===== src/rtl/chain_seq.sv =====
// Sequencer for the int8 dual-weight MAC chain: issues tile reads, tracks chain latency,
// accumulates per-tile results and hands out finished pairs. CHAIN_SEQ_SAT_EN enables saturation.
module chain_seq #(
    parameter int unsigned NUM_TILES     = 4,
    parameter int unsigned NUM_PAIRS     = 8,
    parameter int unsigned CHAIN_LATENCY = 11,
    parameter int unsigned IN_WIDTH      = 20,
    parameter int unsigned ACC_WIDTH     = 24,
    localparam int unsigned TILE_W = (NUM_TILES > 1) ? $clog2(NUM_TILES) : 1,
    localparam int unsigned PAIR_W = (NUM_PAIRS > 1) ? $clog2(NUM_PAIRS) : 1
) (
    input  logic                        clk,
    input  logic                        reset,
    input  logic                        start,
    output logic                        busy,
    output logic                        done,
    output logic                        rd_en,
    output logic [TILE_W-1:0]           tile_addr,
    output logic [PAIR_W-1:0]           pair_addr,
    input  logic signed [IN_WIDTH-1:0]  chain_j,
    input  logic signed [IN_WIDTH-1:0]  chain_k,
    output logic signed [ACC_WIDTH-1:0] out_j,
    output logic signed [ACC_WIDTH-1:0] out_k,
    output logic                        out_valid,
    input  logic                        out_ready
);

    // One stage for the memory read, then the chain's own latency.
    localparam int unsigned DEPTH = 1 + CHAIN_LATENCY;

    typedef enum logic [1:0] {StIdle, StIssue, StWait, StOutput} state_e;

    state_e                 state_q, state_d;
    logic [TILE_W-1:0]      tile_q, tile_d;
    logic [PAIR_W-1:0]      pair_q, pair_d;
    logic                   done_q, done_d;
    logic [DEPTH-1:0]       sr_valid_q, sr_first_q, sr_last_q;
    logic signed [ACC_WIDTH-1:0] acc_j_q, acc_k_q;
    logic                   issue, issue_first, issue_last, res_valid;

    function automatic logic signed [ACC_WIDTH-1:0] acc_add(
        input logic signed [ACC_WIDTH-1:0] acc,
        input logic                        first,
        input logic signed [IN_WIDTH-1:0]  x
    );
`ifdef CHAIN_SEQ_SAT_EN
        logic signed [ACC_WIDTH:0] a, b, s;
        a = first ? '0 : (ACC_WIDTH + 1)'(acc);
        b = (ACC_WIDTH + 1)'(x);
        s = a + b;
        // Top two bits disagree only when the true sum left the ACC_WIDTH range.
        if (s[ACC_WIDTH] != s[ACC_WIDTH-1]) begin
            return s[ACC_WIDTH] ? {1'b1, {(ACC_WIDTH - 1){1'b0}}}
                                : {1'b0, {(ACC_WIDTH - 1){1'b1}}};
        end
        return s[ACC_WIDTH-1:0];
`else
        return (first ? '0 : acc) + ACC_WIDTH'(x);
`endif
    endfunction

    assign issue       = (state_q == StIssue);
    assign issue_first = issue && (tile_q == '0);
    assign issue_last  = issue && (tile_q == TILE_W'(NUM_TILES - 1));
    assign res_valid   = sr_valid_q[DEPTH-1];

    always_comb begin
        state_d = state_q;
        tile_d  = tile_q;
        pair_d  = pair_q;
        done_d  = 1'b0;
        unique case (state_q)
            StIdle: begin
                // A start coinciding with the done pulse is not a new layer.
                if (start && !done_q) begin
                    state_d = StIssue;
                    tile_d  = '0;
                    pair_d  = '0;
                end
            end
            StIssue: begin
                if (issue_last) begin
                    state_d = StWait;
                    tile_d  = '0;
                end else begin
                    tile_d = tile_q + 1'b1;
                end
            end
            StWait: begin
                if (res_valid && sr_last_q[DEPTH-1]) state_d = StOutput;
            end
            StOutput: begin
                if (out_ready) begin
                    if (pair_q == PAIR_W'(NUM_PAIRS - 1)) begin
                        state_d = StIdle;
                        pair_d  = '0;
                        done_d  = 1'b1;
                    end else begin
                        state_d = StIssue;
                        pair_d  = pair_q + 1'b1;
                    end
                end
            end
            default: state_d = StIdle;
        endcase
    end

    always_ff @(posedge clk) begin
        if (reset) begin
            state_q    <= StIdle;
            tile_q     <= '0;
            pair_q     <= '0;
            done_q     <= 1'b0;
            sr_valid_q <= '0;
            sr_first_q <= '0;
            sr_last_q  <= '0;
            acc_j_q    <= '0;
            acc_k_q    <= '0;
        end else begin
            state_q    <= state_d;
            tile_q     <= tile_d;
            pair_q     <= pair_d;
            done_q     <= done_d;
            sr_valid_q <= {sr_valid_q[DEPTH-2:0], issue};
            sr_first_q <= {sr_first_q[DEPTH-2:0], issue_first};
            sr_last_q  <= {sr_last_q[DEPTH-2:0], issue_last};
            if (res_valid) begin
                acc_j_q <= acc_add(acc_j_q, sr_first_q[DEPTH-1], chain_j);
                acc_k_q <= acc_add(acc_k_q, sr_first_q[DEPTH-1], chain_k);
            end
        end
    end

    assign busy      = (state_q != StIdle);
    assign done      = done_q;
    assign rd_en     = issue;
    assign tile_addr = tile_q;
    assign pair_addr = pair_q;
    assign out_valid = (state_q == StOutput);
    assign out_j     = acc_j_q;
    assign out_k     = acc_k_q;

endmodule


===== config.mk =====
export PLATFORM = sky130hd
export DESIGN_NAME = chain_seq
export DESIGN_NICKNAME = d
export VERILOG_FILES = /design/src/rtl/chain_seq.sv
export SDC_FILE = /design/constraint.sdc
export NUM_CORES = 1
export LEC_CHECK = 0
export ABC_CLOCK_PERIOD_IN_PS = 3850
export CORE_MARGIN = 2
export CORE_UTILIZATION = 53
export CTS_CLUSTER_SIZE = 40
export DETAILED_ROUTE_END_ITERATION = 8
export GPL_TIMING_DRIVEN = 0
export HOLD_SLACK_MARGIN = 0.05
export PLACE_DENSITY_LB_ADDON = 0.2
export SLEW_MARGIN = 10
export SYNTH_ARGS = -nofsm -noshare
export SYNTH_HDL_FRONTEND = slang
export SYNTH_SLANG_ARGS = --single-unit
export TNS_END_PERCENT = 30

===== constraint.sdc =====
create_clock -name clk -period 3.85 [get_ports clk]
set_clock_uncertainty 0.2 [all_clocks]
set_input_delay 0.385 -clock clk [delete_from_list [all_inputs] [get_ports clk]]
set_output_delay 0.385 -clock clk [all_outputs]
set_load 0.005 [all_outputs]

==> impl_metrics.json, run 1 <==
{
  "synth_area_leaders": "dfxtp_1 (32%), ha_1 (12%), nor2b_1 (9.1%)",
  "cp_max_fo": 10,
  "die_x_um": 107,
  "fin_util_pct": 68.1,
  "cp-start-kind": "flip-flop",
  "slowest_delay_ps": 500,
  "layout_common_cells": "clkdlybuf4s50_1 (99), dfxtp_1 (92), nor2b_1 (82), nor2_1 (67), ha_1 (55)",
  "post-route-period-util_pct": 95.3,
  "final_cells": 913,
  "power.density_nw_per_um2": 292,
  "tns_ps": 0,
  "dp.cells": 897,
  "postCtsSetupBuffers": 0,
  "drtIter0Drc": 190,
  "p_int_mw": 1.42,
  "synth_area_per_cell_um2": 8.56,
  "fin_area_um2": 7060,
  "vdd_drop_max_v": 0.000270,
  "fmax_mhz": 272,
  "clk_path_buf_depth": 2,
  "crit_chain": "clkbuf_4 > clkbuf_2 > nor2b_1 > ha_1 > clkbuf_1 > inv_1 > nor4_1 > a21oi_2 > o21ai_2 > mux2_4 > or4_1",
  "hold_class": "in2reg",
  "chipHeight_um": 107,
  "ys_ff_latch": 92,
  "combPwrFrac_pct": 17.9,
  "cts_sinks": 92,
  "syn_to_final_growth_pct": 24.6,
  "antenna_found_initial": 0,
  "path_depth": 11,
  "status": "finished, final reports clean",
  "hold_buffers": 0,
  "cts.root.buffer_cell": "clkbuf_8",
  "rows": 37,
  "dieArea_um2": 11500,
  "required_ps": 3920,
  "finalHoldViolCount": 0,
  "synth_flop_cell": "dfxtp_1",
  "drtPass1Iterations": 4,
  "maxCapViolations": 0,
  "reg2regPathDepth": 11,
  "holdPathStages": 2,
  "total_power_mw": 2.06,
  "vias": 5070,
  "critPathBufInv": 4,
  "avgViaCountPerCell": 5.55,
  "mostFrequentLayoutCell": "clkdlybuf4s50_1",
  "end_kind": "flip-flop",
  "worst_slack_ps": 180,
  "synth_warnings": 0,
  "grt_pass1_wl_um": 22600,
  "core_um2": 10400,
  "numCtsBuffers": 9,
  "grt_max_degree": 21,
  "synth_top_area_share_pct": 32.5,
  "async_flop_share_pct": 0,
  "ctsHtreeMaxLevel": 3,
  "arrival_ps": 3740,
  "p_switching_mw": 0.642,
  "setup_viol": 0,
  "diodes": 0,
  "p_leak_nw": 2.93,
  "postRouteAntennaNets": 0,
  "synth_edf_count": 0,
  "layout_min_cycle_time_ps": 3670,
  "post-place-ws_ps": -270,
  "netSwitchingFraction_pct": 31.1,
  "start_util_pct": 54.7,
  "fin_nets": 873,
  "clock_latency_ps": 380,
  "slew-limit-headroom_pct": 35.5,
  "critPathTopFamily": "simple AND/OR/NAND/NOR gates",
  "gp_congestion": 0.946,
  "place_area_um2": 6830,
  "worst_pin_slew_ps": 968,
  "seqPwrFrac_pct": 48.3,
  "nFillCells": 907,
  "worst-setup-path-type": "reg2reg",
  "clockPowerShare_pct": 33.8,
  "syn_nets": 763,
  "synth_area_leader_cell": "dfxtp_1",
  "synth_cells": 662,
  "drc": 0,
  "netlist-cell-type-count": 64,
  "grt_pass1_vias": 4811,
  "path_clk_slew_ps": 110,
  "avgRoutedWirePerCell_um": 15.4,
  "ios": 101,
  "fin_hold_ws_ps": 137,
  "crit_path_top_delay_cell": "or4_1",
  "placement.io_buffers": 99,
  "syn_area_um2": 5670,
  "grt_usage_pct": 24.5,
  "grt_overflow": 0,
  "drive_gt1_share_pct": 4.76,
  "dp_hpwl_um": 10500,
  "maxSlewViolCount": 0,
  "routed_wl_um": 14100,
  "cts_tree": "done",
  "seq_area_frac_synth_pct": 32.5
}
==> power by group through the flow <==
stage	clock network, mW	logic (mW)	registers [mW]
6_report	0.697	0.370	0.996
5_1_grt	0.738	0.410	1.00
4_1_cts	0.708	0.370	0.996
3_5_place_dp	0	0.366	1.02
3_3_place_gp	0	0.352	1.02
2_1_floorplan	0	0.226	1.01
==> metal layers <==
metal | vias up | wire length (µm) | track usage (%)
li1 | 2558 | - | -
met1 | 2370 | 6770 | 33.7
met2 | 136 | 6350 | 39.7
met5 | - | 0 | 0
met3 | 6 | 843 | 5.15
met4 | 0 | 93 | 5.40
==> state kept, by name, indices dropped and copies added (netlist names) <==
| signal | cells |
|---|---|
| pair_addr | 3 |
| out_k | 24 |
| out_j | 24 |
| sr_first_q | 12 |
| tile_addr | 2 |
| sr_valid_q | 12 |
| sr_last_q | 12 |
| state_q | 2 |
| done | 1 |
==> area by class of cell <==
class                      instances  area, µm²  area share [%]
sequential                        92       1840            26.1
multi-input combinational        521       3650            51.7
timing repair buffer              99        991            14.0
clock buffer                       9        124            1.75
tap                              136        170            2.41
clock inverter                     7       88.8            1.26
inverter                          22       82.6            1.17
buffer                            27        113            1.59
==> synthesized netlist by cell type, types with 9 or more instances <==
master / count
nand2_1: 41
ha_1: 55
nor2_1: 67
a211oi_1: 10
nor3_1: 9
xnor2_1: 24
clkbuf_1: 19
xor2_1: 11
nor2b_1: 82
inv_1: 21
o21ai_0: 22
a21o_1: 21
mux2i_1: 28
dfxtp_1: 92
a21oi_1: 41
==> path summary, 6_finish.rpt <==
check / to / start / slack (ps)
min reg2reg: sr_last_q[5] / sr_last_q[4] / 250
min: sr_valid_q[0] / reset / 140
max: out_j[23] / sr_first_q[11] / 180
max reg2reg: out_j[23] / sr_first_q[11] / 180
==> kinds of logic (layout without fill, tap and decap cells) <==
logic type | after synthesis | count (layout) | synth area share, %
xor+xnor | 35 | 35 | 5.41
compound gates | 162 | 162 | 19.3
buf+inv | 49 | 164 | 3.29
mux | 29 | 29 | 5.21
fa+ha+maj | 57 | 57 | 12.8
flops | 92 | 92 | 32.5
simple gates | 238 | 238 | 21.5
==> what timing repair did <==
item | in CTS | in global routing
gates cloned | 0 | 0
gates resized for setup | 4 | 7
setup endpoints to repair | 8 | 5
Power figures use the tool's default switching activity.
==> run 2, diff against run 1 <==
--- a/config.mk
+++ b/config.mk
@@ -6,8 +6,8 @@
 export NUM_CORES = 1
 export LEC_CHECK = 0
 export ABC_CLOCK_PERIOD_IN_PS = 3850
-export CORE_MARGIN = 2
-export CORE_UTILIZATION = 53
+export CORE_MARGIN = 5
+export CORE_UTILIZATION = 54
 export CTS_CLUSTER_SIZE = 40
 export DETAILED_ROUTE_END_ITERATION = 8
 export GPL_TIMING_DRIVEN = 0
==> run 2 against run 1 <==
- register-to-register slack improved by 110 ps
- cell count did not move
- sequential power barely moved
- global-route usage fell by 1.6 points
- clock power fell by 3.4%
- first-iteration DRC count rose by 19%
- flip-flop and latch count did not move
- non-clock buffer count did not move
- critical endpoint is now out_k[22]
==> impl_metrics.json, run 2 (synthesis results as in run 1) <==
{
  "cp-start-kind": "flip-flop",
  "clk_path_buf_depth": 2,
  "grt_pass1_vias": 5067,
  "total_power_mw": 2.04,
  "grt_usage_pct": 22.9,
  "grt_overflow": 0,
  "chipHeight_um": 112,
  "syn_to_final_growth_pct": 24.7,
  "layout_min_cycle_time_ps": 3560,
  "rows": 37,
  "routed_wl_um": 14400,
  "tns_ps": 0,
  "postRouteAntennaNets": 0,
  "worst_slack_ps": 287,
  "cts_sinks": 92,
  "arrival_ps": 3600,
  "drive_gt1_share_pct": 4.89,
  "grt_pass1_wl_um": 24200,
  "fin_util_pct": 68.8,
  "layout_common_cells": "clkdlybuf4s50_1 (99), dfxtp_1 (91), nor2b_1 (82), nor2_1 (67), ha_1 (55)",
  "drtIter0Drc": 226,
  "gp_congestion": 0.897,
  "cts.root.buffer_cell": "clkbuf_8",
  "antenna_found_initial": 0,
  "maxSlewViolCount": 0,
  "end_kind": "flip-flop",
  "path_clk_slew_ps": 110,
  "r2r_start": "sr_first_q[11]",
  "vias": 5100,
  "startpoint": "sr_first_q[11]",
  "avgRoutedWirePerCell_um": 15.8,
  "dieArea_um2": 12600,
  "status": "finished, final reports clean",
  "drtPass1Iterations": 5,
  "slew-limit-headroom_pct": 34.6,
  "post-route-period-util_pct": 92.6,
  "start_util_pct": 55.1,
  "worst_pin_slew_ps": 981,
  "hold_path.startpoint": "reset",
  "clock_latency_ps": 370,
  "ctsHtreeMaxLevel": 3,
  "fmax_mhz": 281,
  "drc": 0,
  "core_um2": 10300,
  "power.density_nw_per_um2": 289,
  "postCtsSetupBuffers": 0,
  "dp_hpwl_um": 11000,
  "placement.io_buffers": 99,
  "grt_max_degree": 21,
  "fin_hold_ws_ps": 171,
  "p_leak_nw": 2.93,
  "avgViaCountPerCell": 5.59,
  "worst-setup-path-type": "reg2reg",
  "nFillCells": 869,
  "finalHoldViolCount": 0,
  "ios": 101,
  "cp_max_fo": 10,
  "rsz0062_at_grt": "no",
  "hold_class": "in2reg",
  "maxCapViolations": 0,
  "mostFrequentLayoutCell": "clkdlybuf4s50_1",
  "vdd_drop_max_v": 0.000350,
  "setup_viol": 0,
  "diodes": 0,
  "fin_nets": 873,
  "required_ps": 3890,
  "cts_tree": "done",
  "post-place-ws_ps": -444,
  "numCtsBuffers": 9,
  "die_x_um": 112
}
## run 2: cell count changes in the layout (fill, tap and decap cells not counted)
cell	before	now
dfxtp_2	0	1
dfxtp_1	92	91
inv_8	2	1
clkinv_8	2	4
inv_12	1	0
## run 2: through the flow
step / cells / area [µm²]
3_3_place_gp: 897 / 6830
3_5_place_dp: 897 / 6830
4_1_cts: 913 / 7060
5_1_grt: 913 / 7070
6_report: 913 / 7070
2_1_floorplan: 662 / 5670
## run 2: what timing repair did
action,CTS,global route
hold endpoints to repair,0,0
hold buffers,0,0
endpoints found under the setup margin,9,8
resized for setup,4,9
## run 2: final timing paths
kind | cells past startpoint | endpoint | slack [ps]
max | 13 | out_k[22] | 290
min | 2 | sr_valid_q[0] | 170
max reg2reg | 13 | out_k[22] | 290
min reg2reg | 1 | sr_first_q[9] | 250
## run 2: layer usage
metal	track usage (%)	share of wire [%]
met5	0	0
met4	6.49	1.6
met3	3.45	4.8
met2	38.1	46
met1	30.9	48
## run 2: critical path: stages (launching register included)
cell and delay, ps:
dfxtp_2 410, clkbuf_4 240, buf_2 260, nor2b_1 80, ha_1 230, fa_1 440, a211oi_2 280, o21ai_0 220
a21oi_1 250, nor2_1 130, a221oi_2 320, a21oi_1 150, xnor2_1 150, o21ai_0 80
## run 2: report_power, final
group | internal [mW] | switching (mW) | leakage, nW
registers | 0.976 | 0.0197 | 0.742
clock network | 0.264 | 0.409 | 0.107
logic | 0.178 | 0.198 | 2.08
total | 1.42 | 0.626 | 2.93
## run 2: cell type report
class | instances | area (µm²) | share of cell area (%)
plain buffers | 27 | 113 | 1.59
clock buffers | 9 | 124 | 1.75
clock inverters | 7 | 93.8 | 1.33
inverters | 22 | 82.6 | 1.17
multi-input cells | 521 | 3650 | 51.7
flip-flops and latches | 92 | 1840 | 26.1
well taps | 136 | 170 | 2.41
repair buffers | 99 | 991 | 14.0
